<file path="config.mk">
export PLATFORM = sky130hd
export DESIGN_NAME = mult_div_unit
export DESIGN_NICKNAME = d
export VERILOG_FILES = /design/src/rtl/mult_div_unit.sv
export SDC_FILE = /design/constraint.sdc
export NUM_CORES = 1
export LEC_CHECK = 0
export BUFFER_PORTS_ARGS = -buffer_cell sky130_fd_sc_hd__buf_2
export CAP_MARGIN = 40
export CELL_PAD_IN_SITES_DETAIL_PLACEMENT = 1
export CELL_PAD_IN_SITES_GLOBAL_PLACEMENT = 1
export CORE_MARGIN = 2
export CORE_UTILIZATION = 41
export CTS_BUF_LIST = sky130_fd_sc_hd__clkbuf_8
export DETAILED_ROUTE_END_ITERATION = 10
export PLACE_DENSITY_LB_ADDON = 0.1
export SETUP_SLACK_MARGIN = 0.15
export SYNTH_ARGS = -nofsm -noshare
export SYNTH_HDL_FRONTEND = slang
export SYNTH_SLANG_ARGS = --single-unit
</file>
<file path="constraint.sdc">
create_clock -name clock -period 3.05 [get_ports clock]
set_input_delay 0.1525 -clock clock [delete_from_list [all_inputs] [get_ports clock]]
set_output_delay 0.1525 -clock clock [all_outputs]
set_load 0.03 [all_outputs]
</file>
<file path="src/rtl/mult_div_unit.sv">
// Sequential signed multiply/divide unit feeding the HI/LO registers.
// Shift-add multiply and restoring divide run on unsigned magnitudes; signs are applied in FIX.
module mult_div_unit #(
  parameter int WIDTH = 32,
  parameter int CNT_W = 6
) (
  input  logic             clock,
  input  logic             reset,
  input  logic             mult_start,
  input  logic             div_start,
  input  logic [WIDTH-1:0] a,
  input  logic [WIDTH-1:0] b,
  output logic [WIDTH-1:0] hi,
  output logic [WIDTH-1:0] lo,
  output logic             busy,
  output logic             done,
  output logic             div_by_zero
);

  localparam logic [1:0] S_IDLE = 2'd0;
  localparam logic [1:0] S_RUN  = 2'd1;
  localparam logic [1:0] S_FIX  = 2'd2;

  localparam logic [CNT_W-1:0] LAST_COUNT = CNT_W'(WIDTH - 1);
  localparam logic [CNT_W-1:0] COUNT_ONE  = CNT_W'(1);

  logic [1:0]         r_state;
  logic [CNT_W-1:0]   r_count;
  logic               r_isDiv;
  logic               r_negRes;
  logic               r_negRem;
  logic               r_dz;
  logic [WIDTH-1:0]   r_operand;
  logic [WIDTH-1:0]   r_accHi;
  logic [WIDTH-1:0]   r_accLo;
  logic [WIDTH-1:0]   r_hi;
  logic [WIDTH-1:0]   r_lo;
  logic               r_done;
  logic               r_dzOut;

  logic [WIDTH-1:0]   w_absA;
  logic [WIDTH-1:0]   w_absB;
  logic [WIDTH:0]     w_multSum;
  logic [WIDTH:0]     w_shRem;
  logic [WIDTH-1:0]   w_diff;
  logic               w_fits;
  logic [2*WIDTH-1:0] w_product;
  logic [2*WIDTH-1:0] w_signedProd;
  logic [WIDTH-1:0]   w_quo;
  logic [WIDTH-1:0]   w_rem;

  // Negating the most negative value wraps to itself, which is exactly its unsigned magnitude.
  assign w_absA = a[WIDTH-1] ? -a : a;
  assign w_absB = b[WIDTH-1] ? -b : b;

  // Multiply: accHi is the running upper half, accLo holds the multiplier shifting out.
  assign w_multSum = {1'b0, r_accHi} + (r_accLo[0] ? {1'b0, r_operand} : '0);

  // Divide: accHi is the partial remainder, accLo the dividend turning into the quotient.
  assign w_shRem = {r_accHi, r_accLo[WIDTH-1]};
  assign w_fits  = (w_shRem >= {1'b0, r_operand});
  assign w_diff  = w_shRem[WIDTH-1:0] - r_operand;

  assign w_product    = {r_accHi, r_accLo};
  assign w_signedProd = r_negRes ? -w_product : w_product;
  assign w_quo        = r_negRes ? -r_accLo : r_accLo;
  assign w_rem        = r_negRem ? -r_accHi : r_accHi;

  always_ff @(posedge clock) begin
    if (reset) begin
      r_state   <= S_IDLE;
      r_count   <= '0;
      r_isDiv   <= 1'b0;
      r_negRes  <= 1'b0;
      r_negRem  <= 1'b0;
      r_dz      <= 1'b0;
      r_operand <= '0;
      r_accHi   <= '0;
      r_accLo   <= '0;
      r_hi      <= '0;
      r_lo      <= '0;
      r_done    <= 1'b0;
      r_dzOut   <= 1'b0;
    end else begin
      r_done  <= 1'b0;
      r_dzOut <= 1'b0;
      case (r_state)
        S_IDLE: begin
          if (mult_start || div_start) begin
            r_isDiv  <= ~mult_start;
            r_negRes <= a[WIDTH-1] ^ b[WIDTH-1];
            r_negRem <= a[WIDTH-1];
            r_count  <= LAST_COUNT;
            r_accHi  <= '0;
            if (mult_start) begin
              r_operand <= w_absA;
              r_accLo   <= w_absB;
              r_dz      <= 1'b0;
              r_state   <= S_RUN;
            end else begin
              r_operand <= w_absB;
              r_accLo   <= w_absA;
              r_dz      <= (b == '0);
              r_state   <= (b == '0) ? S_FIX : S_RUN;
            end
          end
        end
        S_RUN: begin
          if (r_isDiv) begin
            r_accHi <= w_fits ? w_diff : w_shRem[WIDTH-1:0];
            r_accLo <= {r_accLo[WIDTH-2:0], w_fits};
          end else begin
            r_accHi <= w_multSum[WIDTH:1];
            r_accLo <= {w_multSum[0], r_accLo[WIDTH-1:1]};
          end
          r_count <= r_count - COUNT_ONE;
          if (r_count == '0) r_state <= S_FIX;
        end
        S_FIX: begin
          if (!r_dz) begin
            if (r_isDiv) begin
              r_hi <= w_rem;
              r_lo <= w_quo;
            end else begin
              r_hi <= w_signedProd[2*WIDTH-1:WIDTH];
              r_lo <= w_signedProd[WIDTH-1:0];
            end
          end
          r_done  <= 1'b1;
          r_dzOut <= r_dz;
          r_state <= S_IDLE;
        end
        default: r_state <= S_IDLE;
      endcase
    end
  end

  assign busy        = (r_state == S_RUN) || (r_state == S_FIX);
  assign done        = r_done;
  assign div_by_zero = r_dzOut;
  assign hi          = r_hi;
  assign lo          = r_lo;

endmodule
</file>
Yosys cells after proc, flatten, opt, wreduce, memory -nomap -nowiden
Cells that the tools add are included. W data, S select, Z words.

Register bits after elaboration: 174. Output and inout port bits: 67. Word-level logic and storage cells: 67.

Add/subtract/negate cells: 8. Magnitude comparators: 1. Equal/unequal tests: 4. Multiplexer cells: 26. Bitwise gates (word level): 4. Reduce and logical (&&, ||, !) cells: 11.

Operators with widths (count): $mux W32 (14); $neg A32 Y32 (4); $pmux W32 S2 (2); $mux W64 (1); $neg A64 Y64 (1); $add A32 B32 Y33 (1); $ge A33 B32 Y1 (1); $logic_not A32 Y1 (1); $sub A32 B32 Y32 (1); $pmux W6 S2 (1); $mux W2 (4); $reduce_and A2 Y1 (4); $logic_not A6 Y1 (1); $mux W6 (1); $sub A6 B1 Y6 const B (1); $ne A2 B2 Y1 const B (2); $pmux W2 S2 (1); $not A1 Y1 (3); $eq A2 B1 Y1 const B (1); $eq A2 B2 Y1 const B (1); $logic_not A2 Y1 (1); $logic_or A1 B1 Y1 (2); $mux W1 (2); $reduce_bool A2 Y1 (1); other kinds (2) (2).

Logic depth before layout (Yosys ltp)
Depth in word-level cells: 5. Gate-level depth with buffers: 14. Mapped depth without buffers: 13.

Worst setup path before layout
No wires, ideal clock.

Path kind: register to register. Start: register r_accLo[0]. End: register r_accHi[24]. Setup time: 122 ps. Data arrival time: 3157 ps. Required time: 2928 ps. Path slack: -229 ps. Cell stages (with the launch flop): 14. Path buffers: 1. Cell sequence: dfxtp_1 -> inv_1 -> clkbuf_1 -> nor2_1 -> ha_1 -> a21oi_1 -> o21ai_0 -> o2111a_1 -> o21ai_0 -> a21oi_1 -> nor3_1 -> mux2_2 -> o31ai_1 -> o21ai_0.

Word-level cells in the longest chain between the ends: 4.

Ends and longest elaborated chain: start: declaration (RTL line 35) `logic [WIDTH-1:0] r_accLo;`; start signal: assignment (RTL line 97) `r_accLo <= w_absB;`; start signal: assignment (RTL line 102) `r_accLo <= w_absA;`; start signal: assignment (RTL line 111) `r_accLo <= {r_accLo[WIDTH-2:0], w_fits};`; $mux W32 (RTL line 57) `assign w_multSum = {1'b0, r_accHi} + (r_accLo[0] ? {1'b0, r_operand} : '0);`; $add A32 B32 Y33 (RTL line 57); $mux W32 (RTL line 109) `if (r_isDiv) begin`; $pmux W32 S2 (RTL line 87) `case (r_state)`; end signal: assignment (RTL line 110) `r_accHi <= w_fits ? w_diff : w_shRem[WIDTH-1:0];`; end signal: assignment (RTL line 113) `r_accHi <= w_multSum[WIDTH:1];`; end: declaration (RTL line 34) `logic [WIDTH-1:0] r_accHi;`.

Every way passes these cells. A chain may end at the register's enable or synchronous reset.

Worst setup path after layout
Start: register r_accLo[0]. End: register r_accHi[26].

Same word-level chain as after synthesis.

==> impl_table.tex <==
\begin{tabular}{lr}
\hline
Metric & Value \\
\hline
\multicolumn{2}{l}{\textbf{Outcome}} \\
\quad Outcome & finished, violations left \\
\quad Failing checks & negative setup slack \\
\multicolumn{2}{l}{\textbf{Cells and area}} \\
\quad Count of antenna diodes in the layout & 0 \\
\quad Storage element area & 0.00349 sq mm \\
\quad Relative area change from synthesis to final layout & 28.0\% \\
\quad Filler instances & 4330 \\
\quad Number of cells in the finished layout apart from fillers & 2685 \\
\quad Utilization after layout & 0.530 \\
\quad Most frequent standard cell in the layout excluding fill and tap cells & sky130\_fd\_sc\_hd\_\_buf\_4 \\
\quad Post-route design area & 0.0182 sq mm \\
\quad Layout cell share with drive strength beyond 1 & 0.269 \\
\quad Combined area of the multi-input logic cells & 0.0107 sq mm \\
\quad Commonest cells after routing, fill and taps aside & 247 x sky130\_fd\_sc\_hd\_\_buf\_4, 207 x sky130\_fd\_sc\_hd\_\_nand2\_1, 204 x sky130\_fd\_sc\_hd\_\_nor2\_1 \\
\quad Fin nets & 2360 \\
\multicolumn{2}{l}{\textbf{Timing}} \\
\quad Fmax & 0.323 GHz \\
\quad Worst rel slew slack & 0.470 \\
\quad Number of slew-limit violations in the final report & 0 \\
\quad Post-Route Setup TNS & -0.0660 ns \\
\quad Final Hold Fails & 0 \\
\quad Total of endpoints with negative setup slack in the final report & 4 \\
\quad Worst hold-check slack & 0.0342 ns \\
\quad RSZ-0062 raised after global routing & true \\
\quad Tcrit/Tclk final & 1.02 \\
\quad Skew final & 0.0191 ns \\
\quad Pin slew with the least headroom to its limit & 0.796 ns \\
\quad Final critical delay including setup and external delays & 3.10 ns \\
\quad Min setup slack post-route & -0.0501 ns \\
\multicolumn{2}{l}{\textbf{Global route}} \\
\quad Initial antenna violation count & 0 \\
\quad Global routing met3 resource utilization & 0.0372 \\
\quad Final global-route overflow total & 0 \\
\quad Largest net degree at the start of global routing & 57 \\
\quad Met1 layer usage reported by global route & 0.412 \\
\quad Number of global-route vias before repair & 16300 \\
\quad Most used routing layer & met2 \\
\quad Wire length of the first global-routing pass & 93200 um \\
\quad Total GRT Usage & 0.332 \\
\quad Routing usage on met2 & 0.578 \\
\multicolumn{2}{l}{\textbf{Floorplanning}} \\
\quad Standard-cell row count & 68 \\
\quad Die Footprint & 0.0362 sq mm \\
\quad Vertical die dimension & 190 um \\
\quad Area inside the core boundary & 0.0344 sq mm \\
\quad Boundary Pins & 135 \\
\quad Die width & 190 um \\
\quad Initial Utilization & 0.414 \\
\multicolumn{2}{l}{\textbf{Synth}} \\
\quad Post-Synthesis Cell Area & 0.0142 sq mm \\
\quad Fraction of registers with async set or reset after synthesis & 0 \\
\quad Nets in the synthesized netlist & 2068 \\
\quad Number of enable flip-flop cells after synthesis & 0 \\
\quad Number of distinct standard cells referenced by the synthesized netlist & 70 \\
\quad Mean area per synthesized cell & 7.39 sq um \\
\quad Count of state elements after synthesis & 174 \\
\quad Register area share after synthesis & 0.245 \\
\quad Synthesized instance count & 1925 \\
\quad Synth Flop Type & sky130\_fd\_sc\_hd\_\_dfxtp\_1 \\
\quad Number of warnings printed during yosys synthesis & 0 \\
\multicolumn{2}{l}{\textbf{Routing}} \\
\quad DRC violations left & 0 \\
\quad Detail-routed net length per standard cell & 22.7 um \\
\quad Vias per inst & 5.97 \\
\quad Number of vias after detailed routing & 16000 \\
\quad 1st-iter DRT viols & 1016 \\
\quad WL final & 61000 um \\
\quad Remaining antenna violation count after routing & 0 \\
\quad Initial DRT Pass Iterations & 5 \\
\multicolumn{2}{l}{\textbf{Clocking}} \\
\quad CTS buffer count & 17 \\
\quad Number of buffers between clock root and the deepest sink & 2 \\
\quad Reg clk slew, reported paths & 0.12 ns \\
\quad H-Tree Depth & 4 \\
\quad Sink Count & 174 \\
\quad Root buffer cell & sky130\_fd\_sc\_hd\_\_clkbuf\_8 \\
\quad Clk\_lat worst skew & 0.52 ns \\
\quad TritonCTS clock tree & yes \\
\multicolumn{2}{l}{\textbf{Setup path}} \\
\quad Start-to-end type of the worst setup path & reg2reg \\
\quad Worst EP required & 3.46 ns \\
\quad Critical-path maximum fanout & 7 \\
\quad Sort of element at the end of the critical path & flip-flop \\
\quad Type of origin of the critical path & flip-flop \\
\quad Data arrival time at the worst-slack endpoint & 3.51 ns \\
\multicolumn{2}{l}{\textbf{Pwr}} \\
\quad Sequential share of power & 0.271 \\
\quad Worst IR drop on VDD & 394 uV \\
\quad Leakage power figure & 7.74 nW \\
\quad Power density over the cells & 609 mW/mm\^{}2 \\
\quad Proportion of power drawn by combinational gates & 0.568 \\
\quad Internal power component & 0.00586 W \\
\quad Net Switching & 0.00523 W \\
\quad Fraction of power spent switching nets & 0.472 \\
\quad Relative contribution of the clock network to total power & 0.161 \\
\multicolumn{2}{l}{\textbf{Place}} \\
\quad Placed Cells incl. Taps & 2618 \\
\quad Number of I/O port buffers & 134 \\
\quad Placed Instance Area & 0.0168 sq mm \\
\quad Routability congestion estimate from global placement & 0.990 \\
\quad Hpwl dp & 47700 um \\
\multicolumn{2}{l}{\textbf{Worst hold path}} \\
\quad Worst hold path class & in2reg \\
\multicolumn{2}{l}{\textbf{Job}} \\
\quad Max-Cap Viols & 0 \\
\hline
\end{tabular}
==> cells by family (layout without fill, tap and decap cells) <==
| group | count (synthesis) | after routing | synth area share |
|---|---|---|---|
| AND/OR/NAND/NOR | 633 | 633 | 0.204 |
| AO/OA/AOI/OAI | 613 | 613 | 0.282 |
| buffers and inverters | 198 | 503 | 0.0525 |
| flip-flops | 174 | 174 | 0.245 |
| XOR/XNOR | 170 | 170 | 0.105 |
| adder cells (fa/ha/maj) | 75 | 75 | 0.0670 |
| multiplexers | 62 | 62 | 0.0455 |
==> state kept, by name, summed over array words and instances, names as in the netlist, 2 cells and up <==
register,cells
r_count,6
r_state,2
r_accHi,32
r_operand,32
r_accLo,32
lo,32
hi,32
==> timing repair <==
item	CTS	global route
setup endpoints to repair	54	60
hold buffers	3	0
setup buffers	20	11
endpoints found under the hold margin	3	0
pin swaps	47	55
gates cloned	1	0
resized for setup	81	89
==> metal layers <==
layer	vias up	share of wire	wire length, um
met5	-	0	0
met4	0	0.046	2800
met3	104	0.033	2020
met2	411	0.49	29600
met1	7957	0.44	26600
li1	7567	-	-
==> power groups by stage <==
stage               clock (W)  sequential [W]  combinational (W)
floorplan                   0         0.00325            0.00333
global placement            0         0.00302            0.00568
detailed placement          0         0.00304            0.00581
CTS                   0.00180         0.00299            0.00599
global route          0.00189         0.00305            0.00678
finish                0.00178         0.00300            0.00630
==> cell type report <==
| type | instances | share of cell area |
|---|---|---|
| multi-input cells | 1553 | 0.587 |
| flip-flops and latches | 174 | 0.192 |
| repair buffers | 400 | 0.152 |
| well taps | 455 | 0.0313 |
| inverters | 71 | 0.0148 |
| clock buffers | 18 | 0.0136 |
| clock inverters | 14 | 0.00948 |
==> per-stage QoR <==
step	total power, W	setup WS [ns]
finish	0.0111	-0.0501
global route	0.0117	-0.194
CTS	0.0108	-0.0177
detailed placement	0.00885	-0.264
global placement	0.00870	-0.222
floorplan	0.00658	-0.0451
==> worst max-delay path: stages (launching register included) <==
cell and delay [ns]:
sky130_fd_sc_hd__dfxtp_2 0.35, sky130_fd_sc_hd__buf_6 0.11, sky130_fd_sc_hd__clkinvlp_4 0.18, sky130_fd_sc_hd__buf_4 0.21, sky130_fd_sc_hd__nor2_1 0.12, sky130_fd_sc_hd__ha_1 0.28
sky130_fd_sc_hd__buf_4 0.17, sky130_fd_sc_hd__a21oi_1 0.21, sky130_fd_sc_hd__o21a_1 0.21, sky130_fd_sc_hd__o211ai_1 0.14, sky130_fd_sc_hd__inv_2 0.11, sky130_fd_sc_hd__a21oi_4 0.07
sky130_fd_sc_hd__nor3_4 0.19, sky130_fd_sc_hd__o221ai_1 0.18, sky130_fd_sc_hd__xor2_1 0.16, sky130_fd_sc_hd__a221o_1 0.31
==> Yosys cell counts (all sizes together), types with 5 or more instances <==
master / n / share of area
a31o: 5 / 0.0031
dfxtp: 174 / 0.24
o31ai: 28 / 0.015
buf: 15 / 0.0042
nand2: 211 / 0.056
or3: 17 / 0.0078
mux2: 22 / 0.017
xnor2: 79 / 0.049
a211oi: 81 / 0.043
a221oi: 7 / 0.0047
a31oi: 15 / 0.0066
o211a: 6 / 0.0042
ha: 73 / 0.064
a21o: 32 / 0.017
or2: 12 / 0.0053
nand3: 27 / 0.0095
o21a: 14 / 0.0074
a22oi: 15 / 0.0079
a21oi: 153 / 0.054
nand4: 14 / 0.0062
a41oi: 6 / 0.0037
o21bai: 10 / 0.0053
nor2: 216 / 0.057
nand2b: 13 / 0.0057
nor3: 39 / 0.014
o211ai: 34 / 0.018
and3: 11 / 0.0048
o41ai: 18 / 0.012
clkbuf: 112 / 0.030
o221ai: 9 / 0.0055
and2: 6 / 0.0026
a311oi: 12 / 0.0074
xor2: 91 / 0.056
nor2b: 9 / 0.0040
o22ai: 7 / 0.0031
or4: 24 / 0.013
nor4: 19 / 0.0088
o21ai: 134 / 0.047
inv: 71 / 0.019
mux2i: 40 / 0.028
==> path summary, 6_finish.rpt <==
check             slack, ns  depth (start not counted)                       end                     from
setup / recovery      -0.05                         15  r_accHi[26]$_SDFFE_PP0P_  r_accLo[0]$_SDFFE_PP0P_
hold / removal         0.03                          2   r_count[0]$_SDFFE_PP0P_                    reset
setup reg to reg      -0.05                         15  r_accHi[26]$_SDFFE_PP0P_  r_accLo[0]$_SDFFE_PP0P_
hold reg to reg        0.46                          2        hi[1]$_SDFFE_PP0P_       hi[1]$_SDFFE_PP0P_
Note: power is estimated with default switching activity, not from simulation.
